**config.mk**
```make
export PLATFORM = sky130hd
export DESIGN_NAME = sap3_pad_arbiter
export DESIGN_NICKNAME = d
export VERILOG_FILES = /design/src/rtl/sap3_pad_pkg.sv /design/src/rtl/pad_rr_arb2.sv /design/src/rtl/sap3_pad_arbiter.sv
export SDC_FILE = /design/constraint.sdc
export NUM_CORES = 1
export LEC_CHECK = 0
export ABC_CLOCK_PERIOD_IN_PS = 2660
export BUFFER_PORTS_ARGS = -buffer_cell sky130_fd_sc_hd__clkbuf_2
export CELL_PAD_IN_SITES_DETAIL_PLACEMENT = 1
export CELL_PAD_IN_SITES_GLOBAL_PLACEMENT = 1
export CORE_AREA = 2 2 83 85
export CTS_CLUSTER_DIAMETER = 60
export DETAILED_ROUTE_END_ITERATION = 12
export DIE_AREA = 0 0 85 87
export PLACE_DENSITY_LB_ADDON = 0.1
export SYNTH_ARGS = -nofsm -noshare
export SYNTH_HDL_FRONTEND = slang
export SYNTH_SLANG_ARGS = --single-unit
export TNS_END_PERCENT = 5
```
**constraint.sdc**
```tcl
create_clock -name clk -period 2.66 [get_ports clk]
set_input_delay 0.266 -clock clk [delete_from_list [all_inputs] [get_ports clk]]
set_output_delay 0.266 -clock clk [all_outputs]
set_load 0.02 [all_outputs]
```
**src/rtl/sap3_pad_pkg.sv**
```systemverilog
// rtl/sap3_pad_pkg.sv - shared types and constants for the SAP-3 pad bus arbiter
package sap3_pad_pkg;

  typedef enum logic [2:0] {
    ST_IDLE,
    ST_ADDR_H,
    ST_ADDR_L,
    ST_WRITE,
    ST_READ,
    ST_DONE
  } pad_state_e;

  localparam logic       REQ_CPU      = 1'b0;
  localparam logic       REQ_DBG      = 1'b1;
  localparam logic [7:0] PAD_OE_DRIVE = 8'hFF;

endpackage

```
**src/rtl/pad_rr_arb2.sv**
```systemverilog
// rtl/pad_rr_arb2.sv - combinational two-way round-robin grant
module pad_rr_arb2
  import sap3_pad_pkg::*;
(
  input  logic [1:0] req,
  input  logic       last_grant,
  output logic       grant_valid,
  output logic       grant
);

  // On a tie the requester not granted last time wins.
  always_comb begin
    grant_valid = |req;
    grant       = REQ_CPU;
    if (req == 2'b11) begin
      grant = ~last_grant;
    end else if (req[REQ_DBG]) begin
      grant = REQ_DBG;
    end
  end

endmodule

```
**src/rtl/sap3_pad_arbiter.sv**
```systemverilog
// rtl/sap3_pad_arbiter.sv - CPU/loader arbiter and phase sequencer for the 8-bit pad bus
module sap3_pad_arbiter
  import sap3_pad_pkg::*;
#(
  parameter int unsigned WAIT_CYCLES = 1
) (
  input  logic        clk,
  input  logic        rst_n,
  input  logic        cpu_req,
  input  logic        cpu_we,
  input  logic [15:0] cpu_addr,
  input  logic [7:0]  cpu_wdata,
  output logic        cpu_ack,
  output logic [7:0]  cpu_rdata,
  input  logic        dbg_req,
  input  logic        dbg_we,
  input  logic [15:0] dbg_addr,
  input  logic [7:0]  dbg_wdata,
  output logic        dbg_ack,
  output logic [7:0]  dbg_rdata,
  output logic [7:0]  pad_out,
  output logic [7:0]  pad_oe,
  input  logic [7:0]  pad_in,
  output logic        pad_ale_h,
  output logic        pad_ale_l,
  output logic        pad_we,
  output logic        pad_re,
  output logic        busy
);

  localparam logic [3:0] WAIT_LAST = 4'(WAIT_CYCLES);

  pad_state_e  state;
  pad_state_e  state_nxt;
  logic        last_grant;
  logic        winner;
  logic        txn_we;
  logic [15:0] txn_addr;
  logic [7:0]  txn_wdata;
  logic [3:0]  wait_cnt;
  logic        grant_valid;
  logic        grant;
  logic        read_last;

  pad_rr_arb2 u_arb (
    .req         ({dbg_req, cpu_req}),
    .last_grant  (last_grant),
    .grant_valid (grant_valid),
    .grant       (grant)
  );

  assign read_last = (state == ST_READ) && (wait_cnt == WAIT_LAST);
  assign busy      = (state != ST_IDLE);

  always_ff @(posedge clk or negedge rst_n) begin
    if (!rst_n) begin
      state <= ST_IDLE;
    end else begin
      state <= state_nxt;
    end
  end

  // Pads are decoded from state alone, so reset clears them without waiting for a clock.
  always_comb begin
    state_nxt = state;
    pad_out   = 8'h00;
    pad_oe    = 8'h00;
    pad_ale_h = 1'b0;
    pad_ale_l = 1'b0;
    pad_we    = 1'b0;
    pad_re    = 1'b0;
    cpu_ack   = 1'b0;
    dbg_ack   = 1'b0;
    case (state)
      ST_IDLE: begin
        if (grant_valid) state_nxt = ST_ADDR_H;
      end
      ST_ADDR_H: begin
        pad_out   = txn_addr[15:8];
        pad_oe    = PAD_OE_DRIVE;
        pad_ale_h = 1'b1;
        state_nxt = ST_ADDR_L;
      end
      ST_ADDR_L: begin
        pad_out   = txn_addr[7:0];
        pad_oe    = PAD_OE_DRIVE;
        pad_ale_l = 1'b1;
        state_nxt = txn_we ? ST_WRITE : ST_READ;
      end
      ST_WRITE: begin
        pad_out   = txn_wdata;
        pad_oe    = PAD_OE_DRIVE;
        pad_we    = 1'b1;
        state_nxt = ST_DONE;
      end
      ST_READ: begin
        pad_re = 1'b1;
        if (read_last) state_nxt = ST_DONE;
      end
      ST_DONE: begin
        cpu_ack   = (winner == REQ_CPU);
        dbg_ack   = (winner == REQ_DBG);
        state_nxt = ST_IDLE;
      end
      default: state_nxt = ST_IDLE;
    endcase
  end

  always_ff @(posedge clk or negedge rst_n) begin
    if (!rst_n) begin
      last_grant <= REQ_DBG;
      winner     <= REQ_CPU;
      txn_we     <= 1'b0;
      txn_addr   <= 16'h0000;
      txn_wdata  <= 8'h00;
      wait_cnt   <= 4'd0;
      cpu_rdata  <= 8'h00;
      dbg_rdata  <= 8'h00;
    end else begin
      if (state == ST_IDLE && grant_valid) begin
        winner     <= grant;
        last_grant <= grant;
        txn_we     <= (grant == REQ_DBG) ? dbg_we    : cpu_we;
        txn_addr   <= (grant == REQ_DBG) ? dbg_addr  : cpu_addr;
        txn_wdata  <= (grant == REQ_DBG) ? dbg_wdata : cpu_wdata;
      end
      if (state == ST_ADDR_L) begin
        wait_cnt <= 4'd0;
      end else if (state == ST_READ) begin
        wait_cnt <= wait_cnt + 4'd1;
      end
      if (read_last) begin
        if (winner == REQ_CPU) cpu_rdata <= pad_in;
        else                   dbg_rdata <= pad_in;
      end
    end
  end

endmodule

```
==> results of run 1 <==
## what timing repair did
action	in CTS	in global routing
hold endpoints to repair	16	0
resized for setup	0	1
hold buffers	1	0
endpoints found under the setup margin	0	3
## power by group through the flow
stage               logic [mW]  clock network, mW  registers, mW
floorplan                 1.53                  0           1.45
global placement          2.04                  0           1.45
detailed placement        2.08                  0           1.46
CTS                       2.08              0.475           1.45
global route              2.23              0.502           1.51
finish                    2.05              0.459           1.45
## worst paths after layout
kind / startpoint / end / slack (ps)
hold / removal: cpu_req / last_grant$_DFFE_PN1P_ / 180
hold reg to reg: cpu_rdata[7]$_DFFE_PN0P_ / cpu_rdata[7]$_DFFE_PN0P_ / 510
setup reg to reg: state[2]$_DFFE_PN0P_ / dbg_rdata[7]$_DFFE_PN0P_ / 690
max in group asynchronous: rst_n / last_grant$_DFFE_PN1P_ / 1570
min in group asynchronous: rst_n / txn_addr[6]$_DFFE_PN0P_ / 450
setup / recovery: state[1]$_DFFE_PN0P_ / pad_out[5] / 370
## per-layer routing
metal / GRT usage / vias to the layer above
li1: - / 988
met1: 0.237 / 978
met2: 0.295 / 56
met3: 0.0389 / 7
met4: 0.0476 / 0
met5: 0 / -
## registers in the layout (all words and copies together), names as in the netlist
register	cells
txn_addr	16
cpu_rdata	8
dbg_rdata	8
txn_wdata	8
wait_cnt	4
state	3
last_grant	1
txn_we	1
winner	1
## area by class of cell
cell class	instances	share of cell area
Sequential cell	50	0.397
Multi-Input combinational cell	132	0.359
Timing Repair Buffer	107	0.176
Tap cell	80	0.0317
Clock buffer	7	0.0273
Inverter	5	0.00753
Clock inverter	1	0.00158
## Yosys cell counts, drive strengths merged, types with 3 or more instances
cell type / n
clkbuf: 14
a22oi: 8
a2bb2oi: 25
nor2: 16
dfrtp: 49
nand2: 3
buf: 12
nor3b: 3
inv: 4
o32ai: 25
mux2: 25
nor2b: 3
## stage by stage
| step | area, sq um | total power, mW | instances | util |
|---|---|---|---|---|
| 3_5_place_dp | 3050 | 3.53 | 373 | 0.465 |
| 2_1_floorplan | 2550 | 2.99 | 213 | - |
| 3_3_place_gp | 3050 | 3.49 | 373 | 0.465 |
| 4_1_cts | 3160 | 4.01 | 382 | 0.480 |
| 6_report | 3160 | 3.96 | 382 | 0.481 |
| 5_1_grt | 3160 | 4.24 | 382 | 0.481 |
## critical path: stages, from the launching register on
cell and delay, ps:
dfrtp_1 770, nor2b_2 480, a22oi_1 150, nor2_1 130
clkbuf_2 180
## kinds of logic after synthesis
group,after synthesis,synth area share
AO/OA/AOI/OAI,70,0.229
flip-flops,50,0.490
AND/OR/NAND/NOR,34,0.0881
buffers and inverters,31,0.0666
multiplexers,25,0.113
adder cells (fa/ha/maj),2,0.00979
XOR/XNOR,1,0.00343
==> run metrics, run 1 <==
outcome complete, no violations; Top Metal Used met4; die width 85 um; # fillers 739; setup_tns 0 ps; PD cells 1250 nW/um^2; HP Class input pin to flip-flop; cts bufs inserted 5; Clk network pwr share 0.116; global-route wire length before repair 10500 um; Final setup viols 0; Leak 1.47 nW; multi-input logic area 1130 sq um; commonest cells after routing, fill and taps aside clkbuf_2, dfrtp_1, o32ai_1, a2bb2oi_1, mux2_2; Post-CTS Setup Repair Bufs 0; Initial Util 0.389; syn_nets 277; met2 routed WL 3140 um; antenna violations before repair 0; Port Buffer Count 100; ANT nets after route 0; Max-Slew Margin vs Limit 0.524; CTS Buffer Depth 2; share of cells above drive strength 1 0.490; First DRT Iteration DRCs 89; Clk pin slew, worst setup/hold paths 90 ps; EDFF count, synth 0; Max IR drop VDD around 540 uV; Setup Slack @ Placement just under 600 ps; fin crit period 2290 ps; core area 6570 sq um; vias per inst 5.31; average size of a mapped cell 12.0 sq um; vias just over 2000; top-area cell type share of the netlist area 0.480; Post-synth top flop dfrtp_1; Reg power frac 0.365; switching part of the total 0.437; Pins Over Slew Limit 0; Sw Pwr 1.73 mW; Int Power 2.23 mW; Gate power share 0.519; number of remaining DRC errors 0; die height 87 um; Crit path arrival time roughly 2000 ps; wl on met1 ~3000 um; area leader, netlist dfrtp_1; io pins 101; DP HPWL 4880 um; Rows 30; Synth cell types 38; period utilisation layout 0.859; DRT Wirelength roughly 6500 um; Max Cap Violations 0; WP data required between 2000 and 2500 ps; Synth area leaders dfrtp_1, mux2_2, a2bb2oi_1, o32ai_1, buf_4; CTS tree built; Setup crit end kind output pin; RePlAce Congestion between 0.7 and 0.8; element type at the critical path start flip-flop; #FFs+latches synth 50; Area Growth Syn to Fin 23.6%; fin nets about 370; worst skew pair latency 300 ps; fin worst setup slack around 370 ps; clock net sink count 50; Mapped Cells roughly 210; commonest non-fill, non-tap cell in the layout clkbuf_2; n_diodes 0; crit-path max FO 18; final hold violations 0; H-tree Lvls 2; ys async rst share 1.00; synth warn 0; Slew @ Worst Pin 709 ps; grt total ovfl 0; Min Hold Slack between 150 and 200 ps; drt wl/cell ~17 um; fmax 0.438 GHz; worst reg2reg path depth 4; Die Area approximately 7400 sq um; Hold Crit Depth 2; largest net degree at the start of global routing 28; Worst Skew 8.37 ps; FF/Latch Area 1250 sq um; crit path kind flip-flop to output pin; RSZ-0062 raised after global routing false; Total Routing Usage GR 0.178; drt first pass iters 4; met3 routed WL about 330 um; sequential-to-total area share from yosys stat 0.490; synthesized area 2550 sq um; vias in the first global route 2088; Root Buffer clkbuf_8
Note: power is estimated with default switching activity, not from simulation.
==> inputs of run 2 (changes only) <==
--- a/config.mk
+++ b/config.mk
@@ -9,10 +9,10 @@
 export BUFFER_PORTS_ARGS = -buffer_cell sky130_fd_sc_hd__clkbuf_2
 export CELL_PAD_IN_SITES_DETAIL_PLACEMENT = 1
 export CELL_PAD_IN_SITES_GLOBAL_PLACEMENT = 1
-export CORE_AREA = 2 2 83 85
+export CORE_AREA = 2 2 89 91
 export CTS_CLUSTER_DIAMETER = 60
 export DETAILED_ROUTE_END_ITERATION = 12
-export DIE_AREA = 0 0 85 87
+export DIE_AREA = 0 0 91 93
 export PLACE_DENSITY_LB_ADDON = 0.1
 export SYNTH_ARGS = -nofsm -noshare
 export SYNTH_HDL_FRONTEND = slang
==> run 2 against run 1 <==
  * Combinational power hardly changed
  * Total power is 0.47% lower
  * Sequential share of layout area hardly changed
  * Global-route usage is 1.6 points lower
  * Non-clock buffer count is 3 lower
  * Hold slack worse by 100 ps
  * Sequential power hardly changed
  * Clock-buffer cell count is 1 lower
  * Via count is 1.6% higher
  * Critical endpoint is now pad_out[4]
  * Largest power group unchanged
  * Highest routed layer unchanged
==> run metrics, run 2 (synthesized netlist as in run 1, its figures left out) <==
total power 3.94 mW (was 3.96 mW); Rows 32 (was 30); outcome complete, no violations (unchanged); HP Class input pin to async pin (was input pin to flip-flop); Max-Slew Margin vs Limit 0.482 (was 0.524); Area Growth Syn to Fin 23.8% (was 23.6%); CTS Buffer Depth 2 (unchanged); commonest cells after routing, fill and taps aside clkbuf_2, dfrtp_1, o32ai_1, a2bb2oi_1, mux2_2 (unchanged); io pins 101 (unchanged); Most flops, register txn_addr (unchanged); FF-to-FF Start state[2]$_DFFE_PN0P_ (unchanged); Final setup viols 0 (unchanged); Port Buffer Count 100 (unchanged); die width 91 um (was 85 um); Initial Util 0.339 (was 0.389); final hold violations 0 (unchanged); RePlAce Congestion 0.719 (was 0.744); number of remaining DRC errors 0 (unchanged); CTS resizes 0 (unchanged); CTS tree built (unchanged); Crit. Startpoint state[1]$_DFFE_PN0P_ (unchanged); Placed Cells 393 (was 373); Worst Setup EP pad_out[4] (was pad_out[5]); Critical R2R Capture dbg_rdata[2]$_DFFE_PN0P_ (was dbg_rdata[7]$_DFFE_PN0P_); Root Buffer clkbuf_8 (unchanged); number of flip-flops in the largest register 16 (unchanged); RSZ-0062 raised after global routing false (unchanged); WP data required 2390 ps (about the same); commonest non-fill, non-tap cell in the layout clkbuf_2 (unchanged); critical path's slowest cell dfrtp_1 (unchanged); fin crit period 2400 ps (was 2290 ps); Worst Skew 9.28 ps (was 8.37 ps); H-tree Lvls 2 (unchanged); multi-input logic area 1130 sq um (about the same); period utilisation layout 0.903 (was 0.859); Crit path arrival time 2130 ps (was 2020 ps); # fillers 879 (was 739); Slew @ Worst Pin 775 ps (was 709 ps); fin nets 362 (was 365); FF/Latch Area 1250 sq um (unchanged); DRT Wirelength 6740 um (was 6480 um); vias per inst 5.14 (was 5.31); antenna violations before repair 0 (unchanged); share of cells above drive strength 1 0.488 (was 0.490); final cell count without fillers 401 (was 382); Clk pin slew, worst setup/hold paths 100 ps (was 90 ps); First DRT Iteration DRCs 46 (was 89); crit path kind flip-flop to output pin (unchanged); largest net degree at the start of global routing 51 (was 28); ANT nets after route 0 (unchanged); drt wl/cell 16.8 um (was 17.0 um); n_diodes 0 (unchanged); Leak 1.46 nW (was 1.47 nW); grt total ovfl 0 (unchanged); Pins Over Slew Limit 0 (unchanged); PD cells 1250 nW/um^2 (about the same); element type at the critical path start flip-flop (unchanged); CP Buf/Inv Count 1 (unchanged); Hold-fix buffers, CTS 0 (was 1); CP peak stage delay 760 ps (was 770 ps); vias in the first global route 2197 (was 2088); worst reg2reg path depth 4 (unchanged); core area 7530 sq um (was 6570 sq um); worst skew pair latency 300 ps (about the same); Cell Chain, Critical Path nor2b_1, a22oi_1, nor2_1, clkbuf_2 (was nor2b_2, a22oi_1, nor2_1, clkbuf_2); vias 2061 (was 2029); cts bufs inserted 5 (unchanged); Max IR drop VDD 461 uV (was 536 uV); Die Area 8460 sq um (was 7400 sq um); critical path's top delay family flip-flops (unchanged); setup slack, reg-to-reg 690 ps (about the same); Setup crit end kind output pin (unchanged); die height 93 um (was 87 um); critical path depth in cells 4 (unchanged); global-route wire length before repair 10900 um (was 10500 um); fmax 0.417 GHz (was 0.438 GHz); Total Routing Usage GR 0.162 (was 0.178); drt first pass iters 4 (unchanged); crit-path max FO 18 (unchanged); Post-CTS Setup Repair Bufs 0 (unchanged); Max Cap Violations 0 (unchanged); clock net sink count 50 (unchanged); setup_tns 0 ps (unchanged); DP HPWL 5030 um (was 4880 um); fin util 0.420 (was 0.481)
## run 2: cell count changes in the layout (fill, tap and decap cells not counted), sizes merged
cell / change
dlygate4sd3: -1
clkbuf: -1
buf: -2
clkinvlp: +1
## run 2: where the power goes
group / internal [mW] / leakage (nW) / switching (mW)
Sequential: 1.12 / 0.567 / 0.320
Clock: 0.210 / 0.0472 / 0.256
Combinational: 0.883 / 0.842 / 1.15
## run 2: stage by stage
step	area (sq um)	setup WS [ps]	hold WS (ps)
after floorplan	2550	837	-29.6
after global placement	3070	663	426
after detailed placement	3070	601	434
after CTS	3160	245	99.7
after global routing	3160	8.25	115
final	3160	259	75.4
## run 2: worst min-delay path by stage
stage / cells past startpoint / to / slack [ps] / startpoint
3_3_place_gp: 2 / txn_wdata[1]$_DFFE_PN0P_ / 430 / rst_n
2_1_floorplan: 0 / cpu_rdata[0]$_DFFE_PN0P_ / -30 / rst_n
3_5_place_dp: 2 / txn_wdata[1]$_DFFE_PN0P_ / 430 / rst_n
4_1_cts: 2 / dbg_rdata[7]$_DFFE_PN0P_ / 100 / rst_n
6_report: 2 / txn_addr[9]$_DFFE_PN0P_ / 80 / rst_n
5_1_grt: 2 / txn_addr[9]$_DFFE_PN0P_ / 110 / rst_n
## run 2: metal layers
layer | GRT usage | vias to the layer above | wire length, um
met1 | 0.201 | 1017 | 2880
met3 | 0.0387 | 7 | 372
met5 | 0 | - | 0
met2 | 0.285 | 54 | 3430
met4 | 0.0379 | 0 | 61
li1 | - | 983 | -
## run 2: worst register-to-register path, stage by stage (launching register included)
cell and delay, ps:
dfrtp_1 710, or3b_4 500, inv_6 110, nand4_4 200, mux2_2 340
## run 2: layout make-up
type	count	share of cell area
well taps	102	0.0404
clock inverters	2	0.00396
flip-flops and latches	50	0.396
inverters	5	0.00752
clock buffers	6	0.0261
repair buffers	104	0.168
multi-input cells	132	0.358
